<file path="config.mk">
export PLATFORM = sky130hd
export DESIGN_NAME = icache_mem_arbiter
export DESIGN_NICKNAME = d
export VERILOG_FILES = /design/src/rtl/icache_mem_arbiter.sv
export SDC_FILE = /design/constraint.sdc
export NUM_CORES = 1
export LEC_CHECK = 0
export ABC_AREA = 1
export CORE_MARGIN = 10
export CORE_UTILIZATION = 38
export CTS_CLUSTER_DIAMETER = 50
export DETAILED_ROUTE_END_ITERATION = 7
export PLACE_DENSITY_LB_ADDON = 0.05
export SYNTH_ARGS = -nofsm -noshare
export SYNTH_HDL_FRONTEND = slang
export SYNTH_SLANG_ARGS = --single-unit
</file>
<file path="constraint.sdc">
create_clock -name i_clock -period 3.25 [get_ports i_clock]
set_input_delay 0.65 -clock i_clock [delete_from_list [all_inputs] [get_ports i_clock]]
set_output_delay 0.65 -clock i_clock [all_outputs]
set_load 0.01 [all_outputs]
</file>
<file path="src/rtl/icache_mem_arbiter.sv">
// Round-robin arbiter sharing one memory read port between I-cache line fills
// (locked BURST_LEN-word bursts) and single-word D-side reads.
module icache_mem_arbiter #(
  parameter int ADDR_WIDTH = 32,
  parameter int DATA_WIDTH = 32,
  parameter int BURST_LEN  = 4
) (
  input  logic                  i_clock,
  input  logic                  i_reset,
  input  logic                  i_ic_req,
  input  logic [ADDR_WIDTH-1:0] i_ic_addr,
  output logic [DATA_WIDTH-1:0] o_ic_data,
  output logic                  o_ic_valid,
  output logic                  o_ic_done,
  input  logic                  i_dc_req,
  input  logic [ADDR_WIDTH-1:0] i_dc_addr,
  output logic [DATA_WIDTH-1:0] o_dc_data,
  output logic                  o_dc_valid,
  output logic [ADDR_WIDTH-1:0] o_mem_addr,
  output logic                  o_mem_rd,
  input  logic [DATA_WIDTH-1:0] i_mem_data,
  input  logic                  i_mem_ack
);

  localparam int CW = $clog2(BURST_LEN);

  typedef enum logic [1:0] {S_IDLE, S_IBURST, S_DREAD} state_t;

  state_t          r_state, w_next_state;
  logic [ADDR_WIDTH-1:0] r_addr;
  logic [CW-1:0]   r_cnt;
  logic            r_last_i;
  logic            w_grant_i, w_grant_d;

  // NOTE: every signal written here gets a default first, so no path can infer a latch.
  always_comb begin
    w_next_state = r_state;
    w_grant_i    = 1'b0;
    w_grant_d    = 1'b0;
    o_mem_rd     = 1'b0;
    o_mem_addr   = '0;
    o_ic_valid   = 1'b0;
    o_ic_data    = '0;
    o_ic_done    = 1'b0;
    o_dc_valid   = 1'b0;
    o_dc_data    = '0;
    // Reset aborts the transaction in the same cycle: no strobe, no pulses.
    if (!i_reset) begin
      unique case (r_state)
        S_IDLE: begin
          if (i_ic_req && (!i_dc_req || !r_last_i)) begin
            w_grant_i    = 1'b1;
            w_next_state = S_IBURST;
          end else if (i_dc_req) begin
            w_grant_d    = 1'b1;
            w_next_state = S_DREAD;
          end
        end
        S_IBURST: begin
          o_mem_rd   = 1'b1;
          o_mem_addr = {r_addr[ADDR_WIDTH-1:CW], r_cnt};
          if (i_mem_ack) begin
            o_ic_valid = 1'b1;
            o_ic_data  = i_mem_data;
            if (r_cnt == CW'(BURST_LEN - 1)) begin
              o_ic_done    = 1'b1;
              w_next_state = S_IDLE;
            end
          end
        end
        S_DREAD: begin
          o_mem_rd   = 1'b1;
          o_mem_addr = r_addr;
          if (i_mem_ack) begin
            o_dc_valid   = 1'b1;
            o_dc_data    = i_mem_data;
            w_next_state = S_IDLE;
          end
        end
        default: w_next_state = S_IDLE;
      endcase
    end
  end

  // NOTE: state registers use non-blocking assignments so every flop samples pre-edge values.
  always_ff @(posedge i_clock) begin
    if (i_reset) begin
      r_state  <= S_IDLE;
      r_addr   <= '0;
      r_cnt    <= '0;
      r_last_i <= 1'b0;
    end else begin
      r_state <= w_next_state;
      if (w_grant_i) begin
        r_addr   <= {i_ic_addr[ADDR_WIDTH-1:CW], CW'(0)};
        r_cnt    <= '0;
        r_last_i <= 1'b1;
      end else if (w_grant_d) begin
        r_addr   <= i_dc_addr;
        r_cnt    <= '0;
        r_last_i <= 1'b0;
      end else if (r_state == S_IBURST && i_mem_ack) begin
        r_cnt <= r_cnt + CW'(1);
      end
    end
  end

endmodule

</file>
# Word-level counts from Yosys, hierarchy flattened
# Cells that the tools add are included.
# totals
register_bits	37
input_bits	101
word_cells	59
# op_classes
n_addsub	1
n_eq_ne	7
n_mux	35
n_reduce_logical	11
# ops
operator	count
$mux W32	8
$pmux W32 S2	1
$mux W1	20
$mux W2	5
$ne A2 B2 Y1 const B	3
$pmux W2 S3	1
$eq A2 B2 Y1 const B	2
$reduce_and A4 Y1	1
$reduce_or A2 Y1	2
$ne A3 B3 Y1 const B	1
$reduce_or A3 Y1	1
$add A2 B1 Y2 const B	1
$eq A2 B1 Y1 const B	1
$logic_and A1 B1 Y1	2
$logic_not A1 Y1	2
$logic_not A2 Y1	1
$reduce_bool A2 Y1	1
$logic_or A1 B1 Y1	1

# Logic depth before layout (Yosys ltp)
# Gate-level depths: netlist of run 1.
# logic_depth
depth_word	8
mapped_depth	9

# Worst setup path before layout of run 1
# Ideal clock, no wire load.
# synth_timing
path_kind	input to output
from	in i_mem_ack
to	out o_dc_data[10]
arrival_time_ps	1574
required_time_ps	2600
slack_ps	1026
cell_stages	5
path_buffers	1
cell_sequence	inv_1 nor3_1 inv_1 clkbuf_1 nor2_1
# synth_between
elab_chain_cells	3
# synth_lines
element	line_no	text
start: declaration	22	input logic i_mem_ack
$mux W32	74	if (i_mem_ack) begin
$mux W32	49	unique case (r_state)
$mux W32	48	if (!i_reset) begin
end: declaration	17	output logic [DATA_WIDTH-1:0] o_dc_data,
# No other way between the ends.

# Worst setup path in the final report of run 1
# layout_timing
from	in i_reset
to	out o_dc_data[7]
# layout_between
elab_chain_cells	1
# layout_lines
element	line_no	text
start: declaration	9	input logic i_reset,
$mux W32	48	
# No other way between the ends.

==> reports/results.txt, run 1 <==
status: completed
Filler Cells Inserted: 629
Routed Antenna Nets: 0
Top delay family on crit path: buffers and inverters
period utilization: 95.18%
max cap viols: 0
Detail Placement HPWL: 8849 um
GPL Wtd Cong: 0.7763
Vias: 3615
f_max: 323.3 MHz
Worst path most repeated cell: clkdlybuf4s50_1
Final Hold Fails: 0
CP endpoint kind: output port
clock buffer depth: 2
Die ar.: 0.01103 mm2
Synth Cell Area: 0.002748 mm2
height of the die: 105.0 um
critical path peak fanout: 32
worst relative slew slack: 70.39%
Vias/cell: 4.457
crit path DAT: 2.44 ns
initial antenna violation count: 0
CTS tree: done
Core ar.: 0.006907 mm2
Layout Skew: 0.002165 ns
P_leak: 2.414 nW
most frequent cells in the layout: clkdlybuf4s50_1, nor2_1, nand2_1
post-synthesis register bit count: 37
depth of the CTS H-tree: 2
share of cells above drive strength 1: 3.357%
# rows: 30
P&R area growth vs syn: 79.64%
worst min path class: reg2reg
I/O pins: 201
IO Port Bufs: 198
number of antenna repair diodes: 0
clock transition at the registers of the reported paths: 0.07 ns
syn_nets: 632
Final Util: 71.47%
latest clock arrival within the worst-skew pair: 0.28 ns
nets: 819
DR iter-0 viols: 151
Critical path buffers and inverters: 4
endpoints failing setup: 0
Chip Width: 105.0 um
Peak VDD IR: 0.0002386 V
Worst-Margin Slew: 0.4441 ns
post-synth cell types: 17
most common cell after layout, fill and taps aside: clkdlybuf4s50_1
clock sinks: 37
RSZ-0062 raised after global routing: false
Mean Syn Cell Area: 5.214 um2
Post-CTS Hold Buffers: 0
Final Critical Period: 3.093 ns
Synth Warn #: 0
Seq/Total Area, Yosys: 26.96%
Num CTS Buffers: 5
slowest CP cell: clkdlybuf4s50_1
area leader, netlist: dfxtp_1
Yosys top cell area share: 26.96%
CP Launch Type: input pin
first-pass GRT wire length: 17190 um
pwr dens: 337.4 mW/mm2
Residual DRC: 0
Wirelength per Cell: 13.63 um
final wirelength: 11060 um
Synth area leaders: dfxtp_1, nor2_1, nand2_1, inv_1, nand3_1
critical setup path kind: in2out
final slew viol count: 0
critical path, cell by cell: clkdlybuf4s50_1 > nor3_1 > inv_1 > buf_12 > nor2_1 > clkdlybuf4s50_1
vias in the first global route: 3377
Starting Density: 39.78%
CP peak stage delay: 0.59 ns
Worst EP required: 2.60 ns
Total Routing Usage GR: 18.48%
DR pass1 iterations: 4
grt ovf: 0
Syn Inst Count: 527
TNS Setup: 0 ns
largest net degree at the start of global routing: 49
CTS root buf: clkbuf_8
-- synthesized netlist by cell type --
| cell type | n |
|---|---|
| a21oi_1 | 7 |
| buf_1 | 4 |
| buf_2 | 11 |
| buf_4 | 3 |
| clkbuf_1 | 13 |
| dfxtp_1 | 37 |
| ha_1 | 4 |
| inv_1 | 106 |
| inv_2 | 1 |
| nand2_1 | 111 |
| nand3_1 | 34 |
| nand3_2 | 1 |
| nand4_1 | 2 |
| nor2_1 | 160 |
| nor3_1 | 31 |
| o21ai_0 | 1 |
| xor2_1 | 1 |
-- layer usage --
layer / GRT usage, % / part of all wire, %
met1: 19.57 / 40
met2: 34.03 / 50
met4: 4.118 / 1.2
met5: 0 / 0
met3: 6.695 / 8.6
-- worst paths after layout --
| kind | from | endpoint | slack, ns | cells after the start |
|---|---|---|---|---|
| hold / removal | r_addr[1] | r_addr[1] | 0.45 | 2 |
| hold reg to reg | r_addr[1] | r_addr[1] | 0.45 | 2 |
| setup / recovery | i_reset | o_dc_data[7] | 0.16 | 6 |
| setup reg to reg | r_state[0] | r_addr[16] | 1.54 | 8 |
-- through the flow --
step / total power (W) / instance area [um2] / hold slack, ns / worst slack, ns / cells
2_1_floorplan: 0.0009991 / 2748 / 0.4233 / 1.026 / 527
3_3_place_gp: 0.001267 / 4803 / 0.4316 / 0.1944 / 801
3_5_place_dp: 0.001287 / 4803 / 0.4372 / 0.1444 / 801
4_1_cts: 0.001641 / 4905 / 0.4494 / 0.09987 / 809
5_1_grt: 0.001792 / 4936 / 0.4870 / 0.003583 / 811
6_report: 0.001665 / 4936 / 0.4483 / 0.1566 / 811
-- layout make-up --
class                   instances  area (um2)  area share (%)
repair buffers                210        2097           42.48
multi-input cells             352        1464           29.66
flip-flops and latches         37       740.7           15.01
inverters                     107       405.4           8.213
well taps                      96       120.1           2.433
clock buffers                   7       96.34           1.952
repair inverters                1       7.507          0.1521
clock inverters                 1       5.005          0.1014
-- logic make-up after synthesis --
logic type | after synthesis | share of synthesized area, %
adders and majority gates | 4 | 1.822
and+or+nand+nor | 339 | 49.68
xor gates and xnor gates | 1 | 0.3188
DFF | 37 | 26.96
buffers and inverters | 138 | 19.76
AOI/OAI and AO/OA | 8 | 1.457
-- state kept, by name, indices dropped and copies added (netlist names) --
register  flops
r_last_i      1
r_addr       32
r_cnt         2
r_state       2
-- power breakdown --
part	switching, W	internal, W	total, W
Combinational	0.000424	0.000338	0.000762
Sequential	0.0000208	0.000526	0.000547
Clock	0.000165	0.000192	0.000357
Total	0.000610	0.00106	0.00167
-- worst min-delay path: cells and delay by family (launching register included) --
kind            cells  cell delay [ns]
flops               1             0.31
compound gates      1             0.05
buf+inv             1             0.05
-- timing repair --
| action | 4_1_cts | 5_1_grt |
|---|---|---|
| buffers inserted | 0 | 1 |
| endpoints found under the setup margin | 0 | 22 |
| resized for setup | 0 | 2 |
(Power assumes the default switching activity.)
==> inputs of run 2 (changes only) <==
- CAP_MARGIN: default -> 10
==> results of run 2 <==
Final layout, timing and power as in run 1 (identical DEF).
